### config.mk
export PLATFORM = sky130hd
export DESIGN_NAME = relu_maxpool_col_flat
export DESIGN_NICKNAME = d
export VERILOG_FILES = /design/src/rtl/layer0_pkg.sv /design/src/rtl/relu_maxpool_col_if.sv /design/src/rtl/max4_fp16_pos.sv /design/src/rtl/relu_maxpool_col.sv /design/src/flat_wrapper.sv
export SDC_FILE = /design/constraint.sdc
export NUM_CORES = 2
export LEC_CHECK = 0
export ABC_AREA = 1
export BUFFER_PORTS_ARGS = -buffer_cell sky130_fd_sc_hd__buf_2
export CAP_MARGIN = 30
export CORE_ASPECT_RATIO = 1.25
export CORE_MARGIN = 2
export CORE_UTILIZATION = 60
export CTS_CLUSTER_DIAMETER = 60
export DETAILED_ROUTE_END_ITERATION = 8
export GPL_TIMING_DRIVEN = 0
export PLACE_DENSITY = 0.79
export SKIP_CTS_REPAIR_TIMING = 1
export SLEW_MARGIN = 20
export SYNTH_ARGS = -nofsm -noshare
export SYNTH_HDL_FRONTEND = slang
export SYNTH_SLANG_ARGS = --single-unit
### constraint.sdc
create_clock -name clk -period 40.1 [get_ports clk]
set_input_delay 2.005 -clock clk [delete_from_list [all_inputs] [get_ports clk]]
set_output_delay 2.005 -clock clk [all_outputs]
set_load 0.005 [all_outputs]
### src/rtl/layer0_pkg.sv
// Shared layer-0 types and FP16 helpers: element typedef, ReLU/NaN functions and the
// pooling FSM state encoding.
package layer0_pkg;

  localparam int unsigned FP16_W = 16;

  typedef logic [FP16_W-1:0] fp16_t;

  localparam fp16_t FP16_ZERO = 16'h0000;

  typedef enum logic [1:0] {
    StIdle,
    StCollectA,
    StCollectB,
    StFinish
  } pool_state_t;

  function automatic logic is_nan_fp16(fp16_t x);
    return (x[14:10] == 5'h1F) && (x[9:0] != 10'h000);
  endfunction

  // Negatives (including -0 and -inf) and any NaN collapse to +0.
  function automatic fp16_t relu_fp16(fp16_t x);
    return (x[15] || is_nan_fp16(x)) ? FP16_ZERO : x;
  endfunction

endpackage

### src/rtl/relu_maxpool_col_if.sv
// Column-in / pooled-column-out bundle between the conv column engine, the pooling stage
// and the layer-1 writer.
interface relu_maxpool_col_if #(
  parameter int unsigned DATA_WIDTH = 16,
  parameter int unsigned IN_ROWS    = 24,
  parameter int unsigned IN_COLS    = 24,
  parameter int unsigned COLNUM_W   = 6
);

  localparam int unsigned PoolColW = $clog2(IN_COLS / 2);

  logic                  start;
  logic                  col_valid;
  logic [COLNUM_W-1:0]   col_num;
  logic [DATA_WIDTH-1:0] col_data [IN_ROWS-1:0];
  logic                  frame_done_in;

  logic                  pool_valid;
  logic [PoolColW-1:0]   pool_col;
  logic [DATA_WIDTH-1:0] pool_data [IN_ROWS/2-1:0];
  logic                  busy;
  logic                  seq_err;
  logic                  done;

  modport master (
    output start, col_valid, col_num, col_data, frame_done_in,
    input  pool_valid, pool_col, pool_data, busy, seq_err, done
  );

  modport slave (
    input  start, col_valid, col_num, col_data, frame_done_in,
    output pool_valid, pool_col, pool_data, busy, seq_err, done
  );

endinterface

### src/rtl/max4_fp16_pos.sv
// Four-input max for non-negative FP16 values; the bit pattern orders like an unsigned int.
module max4_fp16_pos
  import layer0_pkg::*;
(
  input  fp16_t a_i,
  input  fp16_t b_i,
  input  fp16_t c_i,
  input  fp16_t d_i,
  output fp16_t max_o
);

  fp16_t ab_max;
  fp16_t cd_max;

  always_comb begin
    ab_max = (a_i > b_i) ? a_i : b_i;
    cd_max = (c_i > d_i) ? c_i : d_i;
    max_o  = (ab_max > cd_max) ? ab_max : cd_max;
  end

endmodule

### src/rtl/relu_maxpool_col.sv
// ReLU plus 2x2/stride-2 max pooling over a stream of conv output columns; holds one odd
// column and emits a pooled column when its even partner arrives.
module relu_maxpool_col
  import layer0_pkg::*;
#(
  parameter int unsigned DATA_WIDTH = 16,
  parameter int unsigned IN_ROWS    = 24,
  parameter int unsigned IN_COLS    = 24,
  parameter int unsigned COLNUM_W   = 6
) (
  input logic               clk,
  input logic               rst,
  relu_maxpool_col_if.slave bus
);

  localparam int unsigned OutRows  = IN_ROWS / 2;
  localparam int unsigned PoolColW = $clog2(IN_COLS / 2);

  pool_state_t           state_q, state_d;
  logic [DATA_WIDTH-1:0] held_q [IN_ROWS];
  logic [DATA_WIDTH-1:0] held_d [IN_ROWS];
  logic [COLNUM_W-1:0]   held_num_q, held_num_d;
  logic                  seq_err_q, seq_err_d;
  logic                  done_q, done_d;
  logic                  pool_valid_q, pool_valid_d;
  logic [PoolColW-1:0]   pool_col_q, pool_col_d;
  logic [DATA_WIDTH-1:0] pool_data_q [OutRows];
  logic [DATA_WIDTH-1:0] pool_data_d [OutRows];

  logic [DATA_WIDTH-1:0] relu_col [IN_ROWS];
  logic [DATA_WIDTH-1:0] max_col  [OutRows];
  logic                  num_ok;
  logic                  num_odd;
  logic                  num_pairs;

  assign num_ok    = (bus.col_num != '0) && (bus.col_num <= COLNUM_W'(IN_COLS));
  assign num_odd   = bus.col_num[0];
  assign num_pairs = (bus.col_num == COLNUM_W'(held_num_q + COLNUM_W'(1)));

  always_comb begin
    for (int r = 0; r < IN_ROWS; r++) begin
      relu_col[r] = relu_fp16(bus.col_data[r]);
    end
  end

  for (genvar g = 0; g < OutRows; g++) begin : g_max
    max4_fp16_pos u_max (
      .a_i  (held_q[2*g]),
      .b_i  (held_q[2*g+1]),
      .c_i  (relu_col[2*g]),
      .d_i  (relu_col[2*g+1]),
      .max_o(max_col[g])
    );
  end

  always_ff @(posedge clk or posedge rst) begin
    if (rst) begin
      state_q      <= StIdle;
      held_q       <= '{default: FP16_ZERO};
      held_num_q   <= '0;
      seq_err_q    <= 1'b0;
      done_q       <= 1'b0;
      pool_valid_q <= 1'b0;
      pool_col_q   <= '0;
      pool_data_q  <= '{default: FP16_ZERO};
    end else begin
      state_q      <= state_d;
      held_q       <= held_d;
      held_num_q   <= held_num_d;
      seq_err_q    <= seq_err_d;
      done_q       <= done_d;
      pool_valid_q <= pool_valid_d;
      pool_col_q   <= pool_col_d;
      pool_data_q  <= pool_data_d;
    end
  end

  always_comb begin
    state_d      = state_q;
    held_d       = held_q;
    held_num_d   = held_num_q;
    seq_err_d    = seq_err_q;
    done_d       = 1'b0;
    pool_valid_d = 1'b0;
    pool_col_d   = pool_col_q;
    pool_data_d  = pool_data_q;

    unique case (state_q)
      StIdle: begin
        if (bus.start) begin
          state_d   = StCollectA;
          seq_err_d = 1'b0;
        end
      end

      StCollectA, StCollectB: begin
        if (bus.col_valid) begin
          if (state_q == StCollectA) begin
            if (num_ok && num_odd) begin
              held_d     = relu_col;
              held_num_d = bus.col_num;
              state_d    = StCollectB;
            end else begin
              seq_err_d = 1'b1;
            end
          end else if (num_ok && num_pairs) begin
            pool_valid_d = 1'b1;
            pool_col_d   = PoolColW'(held_num_q >> 1);
            pool_data_d  = max_col;
            state_d      = StCollectA;
          end else if (num_ok && num_odd) begin
            held_d     = relu_col;
            held_num_d = bus.col_num;
            seq_err_d  = 1'b1;
          end else begin
            seq_err_d = 1'b1;
            state_d   = StCollectA;
          end
        end
        // Frame end is judged against the state left after any same-cycle column.
        if (bus.frame_done_in) begin
          if (state_d == StCollectB) begin
            seq_err_d = 1'b1;
            held_d    = '{default: FP16_ZERO};
          end
          state_d = StFinish;
        end
      end

      StFinish: begin
        done_d  = 1'b1;
        state_d = StIdle;
      end

      default: state_d = StIdle;
    endcase
  end

  always_comb begin
    bus.busy       = (state_q != StIdle);
    bus.done       = done_q;
    bus.seq_err    = seq_err_q;
    bus.pool_valid = pool_valid_q;
    bus.pool_col   = pool_col_q;
    for (int r = 0; r < OutRows; r++) begin
      bus.pool_data[r] = pool_data_q[r];
    end
  end

endmodule
### src/flat_wrapper.sv
// flat-port wrapper written by rule: the top's interface ports become plain ports
module relu_maxpool_col_flat import layer0_pkg::*;
#(
  parameter int unsigned DATA_WIDTH = 16,
  parameter int unsigned IN_ROWS    = 24,
  parameter int unsigned IN_COLS    = 24,
  parameter int unsigned COLNUM_W   = 6
)
  (clk, rst, bus_start, bus_col_valid, bus_col_num, bus_col_data, bus_frame_done_in, bus_pool_valid, bus_pool_col, bus_pool_data, bus_busy, bus_seq_err, bus_done);
  relu_maxpool_col_if #(.DATA_WIDTH(DATA_WIDTH), .IN_ROWS(IN_ROWS), .IN_COLS(IN_COLS), .COLNUM_W(COLNUM_W)) bus_i ();
  input logic clk;
  input logic rst;
  input wire logic [$bits(bus_i.start)-1:0] bus_start;
  input wire logic [$bits(bus_i.col_valid)-1:0] bus_col_valid;
  input wire logic [$bits(bus_i.col_num)-1:0] bus_col_num;
  input wire logic [$bits(bus_i.col_data)-1:0] bus_col_data;
  input wire logic [$bits(bus_i.frame_done_in)-1:0] bus_frame_done_in;
  output wire logic [$bits(bus_i.pool_valid)-1:0] bus_pool_valid;
  output wire logic [$bits(bus_i.pool_col)-1:0] bus_pool_col;
  output wire logic [$bits(bus_i.pool_data)-1:0] bus_pool_data;
  output wire logic [$bits(bus_i.busy)-1:0] bus_busy;
  output wire logic [$bits(bus_i.seq_err)-1:0] bus_seq_err;
  output wire logic [$bits(bus_i.done)-1:0] bus_done;
  assign bus_i.start = bus_start;
  assign bus_i.col_valid = bus_col_valid;
  assign bus_i.col_num = bus_col_num;
  assign bus_i.col_data = {>>{bus_col_data}};
  assign bus_i.frame_done_in = bus_frame_done_in;
  assign bus_pool_valid = bus_i.pool_valid;
  assign bus_pool_col = bus_i.pool_col;
  assign bus_pool_data = {>>{bus_i.pool_data}};
  assign bus_busy = bus_i.busy;
  assign bus_seq_err = bus_i.seq_err;
  assign bus_done = bus_i.done;
  relu_maxpool_col #(.DATA_WIDTH(DATA_WIDTH), .IN_ROWS(IN_ROWS), .IN_COLS(IN_COLS), .COLNUM_W(COLNUM_W)) u_core (.clk(clk), .rst(rst), .bus(bus_i));
endmodule
==> metrics <==
Via Count 54800; CP startpoint bus_col_data[313]; detailed placement HPWL ~150 mm; Buffers on Ports 594; hold_sp u_core.bus.pool_data[175]$_DFFE_PP0P_; Comb pwr share 57.2%; Initial Util approximately three fifths; Final Hold Fails 0; fin. max-slew vios 0; Crit path required time 40.69 ns; initial drt markers 6041; Placer Congestion between 1 and 1.5; switching power a little under 2000 uW; crit path setup slack, layout around 33 ns; post-synthesis register bit count 591; Die Wd 260 um; WL per Instance 20.5 um; Post-synth EDFFs 0; power share of the clock group between 10% and 20%; Yosys cell types 50; Reg power frac between 20 and 25%; clk sinks just under 600; Pint just under 2000 uW; endpoint type of the worst setup path flip-flop; Post-DRT Antenna Nets 0; worst path arrival time 7.86 ns; CTS H-Tree Depth 3; CP startpoint kind input pin; Die Y 324 um; RR Endpoint u_core.bus.pool_data[146]$_DFFE_PP0P_; largest net degree at the start of global routing ~100; post-synth top area cell dfrtp_1; worst reg2reg path depth 20; Final Core Density between 60% and 70%; NumNets Final 8900; Syn Area/Cell 6.79 sq um; total track usage between 40% and 50%; Synth area leaders dfrtp_1, nand2_1, ha_1, nand3_1, o21ai_0; DRC 0; Max-slew headroom 35.8%; Initial DRT Pass Iterations 6; clk_lat worst skew between 0.6 and 0.7 ns; Synth Flop Type dfrtp_1; fin area 56200 sq um; # Max-Cap Violations 0; max incr delay on CP 0.55 ns; Seq/Total Area, Yosys 30.2%; full die area 84000 sq um; CTS buffer count 74; # setup viols final 0; flop-to-flop setup slack 34.94 ns; Commonest cells post-synth nand2_1, nand3_1, inv_1, o21ai_0, dfrtp_1; placed cell areas 53700 sq um; clk_skew roughly 0.032 ns; final wirelength 186 mm; Core Box Area roughly 81000 sq um; Final min period between 7 and 8 ns; Synth-to-Final Area Change 14.7%; vias in the first global route 51600; outcome completed; Reg-to-Reg Start u_core.held_q[83]$_DFFE_PP0N_; Max clock buf depth 3; Crit-path slowest cell nor2_1; top cell type's share of synthesized area 30.2%; Worst-path clk slew 0.06 ns; final hold slack 0.473 ns; antenna violations before repair 9; worst vdd ir 55.1 uV; dpl ws approximately 32 ns; routed vias/inst 6.04; f_max 138 MHz; PwrDens 70.1 nW/um^2; async set-reset flop share out of synthesis between 90% and 100%; setup tns final 0 ns; TritonCTS clock tree built; Root Driver clkbuf_16; most used cell, CP nand2_1; worst-margin pin slew ~0.96 ns; Net Sw Frac 50.0%; cell count after synthesis 7223; Setup CP Type in -> reg; Worst Hold Class reg -> reg; # IOs just under 600; Mapped Area 49000 sq um; layout cell share with drive strength beyond 1 about 11%; Worst Path Max Fanout 10; total congestion overflow 0; row count between 100 and 150; Ys Warns 0; end of the critical path u_core.bus.pool_data[146]$_DFFE_PP0P_; first-pass GRT wire length 284 mm; RSZ-0062 raised after global routing false; Final period util 18.1%; most frequent cell after synthesis nand2_1; Leakage 0.0308 uW
[placed cells by master, fill, tap and decap left out, types with 7 or more instances in the layout]
master	n
a211oi_1	18
a21boi_0	55
a21boi_1	114
a21oi_1	259
a22oi_1	17
and2_1	14
buf_1	19
buf_2	689
buf_4	12
buf_6	19
bufinv_16	8
clkbuf_1	181
clkbuf_16	75
clkbuf_2	7
clkbuf_8	9
clkinv_2	12
conb_1	36
dfrtp_1	591
ha_1	569
inv_1	743
inv_6	8
nand2_1	2308
nand3_1	768
nand4_1	62
nor2_1	350
nor3_1	33
nor4_1	20
o211ai_1	8
o21a_1	23
o21ai_0	700
o21ai_1	46
o21bai_1	10
o22ai_1	128
[worst min path at each step]
stage | to | cells after the start
floorplan | u_core.held_num_q[5]$_DFFE_PP0P_ | 2
global placement | u_core.bus.pool_data[175]$_DFFE_PP0P_ | 2
detailed placement | u_core.bus.pool_col[3]$_DFFE_PP0P_ | 2
finish | u_core.bus.pool_data[175]$_DFFE_PP0P_ | 2
CTS | u_core.bus.pool_data[191]$_DFFE_PP0P_ | 2
global route | u_core.bus.pool_data[31]$_DFFE_PP0P_ | 2
[layout make-up]
cell class	count	area, sq um
Buffer	319	1500
Multi-Input combinational cell	5599	30100
Inverter	748	2820
Tap cell	1071	1340
Antenna cell	4	10.0
Clock inverter	41	495
Clock buffer	96	2050
Timing Repair Buffer	603	3170
Fill cell	7254	25000
Sequential cell	591	14800
[kinds of logic (layout without fill, tap and decap cells)]
logic type	Yosys count	after routing	share of synthesized area [%]
compound gates	1406	1406	16.2
xor+xnor	7	7	0.125
fa+ha+maj	569	569	14.5
buf+inv	1067	1807	8.78
flops	591	591	30.2
other cells	2	40	0.0153
simple gates	3581	3581	30.2
[registers in the layout, indices dropped and copies added (netlist names)]
signal and count:
u_core.bus.done 1, u_core.bus.pool_col 4, u_core.bus.pool_data 192, u_core.bus.pool_valid 1, u_core.bus.seq_err 1, u_core.held_num_q 6
u_core.held_q 384, u_core.state_q 2
[layer usage]
metal	vias up	track usage, %	part of all wire, %
li1	25500	-	-
met1	25600	53.4	38
met2	3023	69.3	45
met3	696	8.36	9.2
met4	10	28.2	7.1
met5	-	0	0.035
[worst max-delay path, delay by kind of cell]
family | cells | cell delay, ns
compound gates | 6 | 1.00
buf+inv | 7 | 1.67
simple gates | 16 | 2.52
fa+ha+maj | 2 | 0.63
[power groups by stage]
stage	logic [uW]	clock network, uW	registers, uW
after CTS	2200	716	961
after floorplan	1490	0	923
after detailed placement	2180	0	968
after global routing	2520	741	988
final	2250	717	971
after global placement	2110	0	965
[stage by stage]
step	instances	total power, uW
after floorplan	7257	2420
after global placement	8922	3080
after detailed placement	8930	3150
after CTS	9067	3870
after global routing	9070	4250
final	9072	3940
Note: power is estimated with default switching activity, not from simulation.
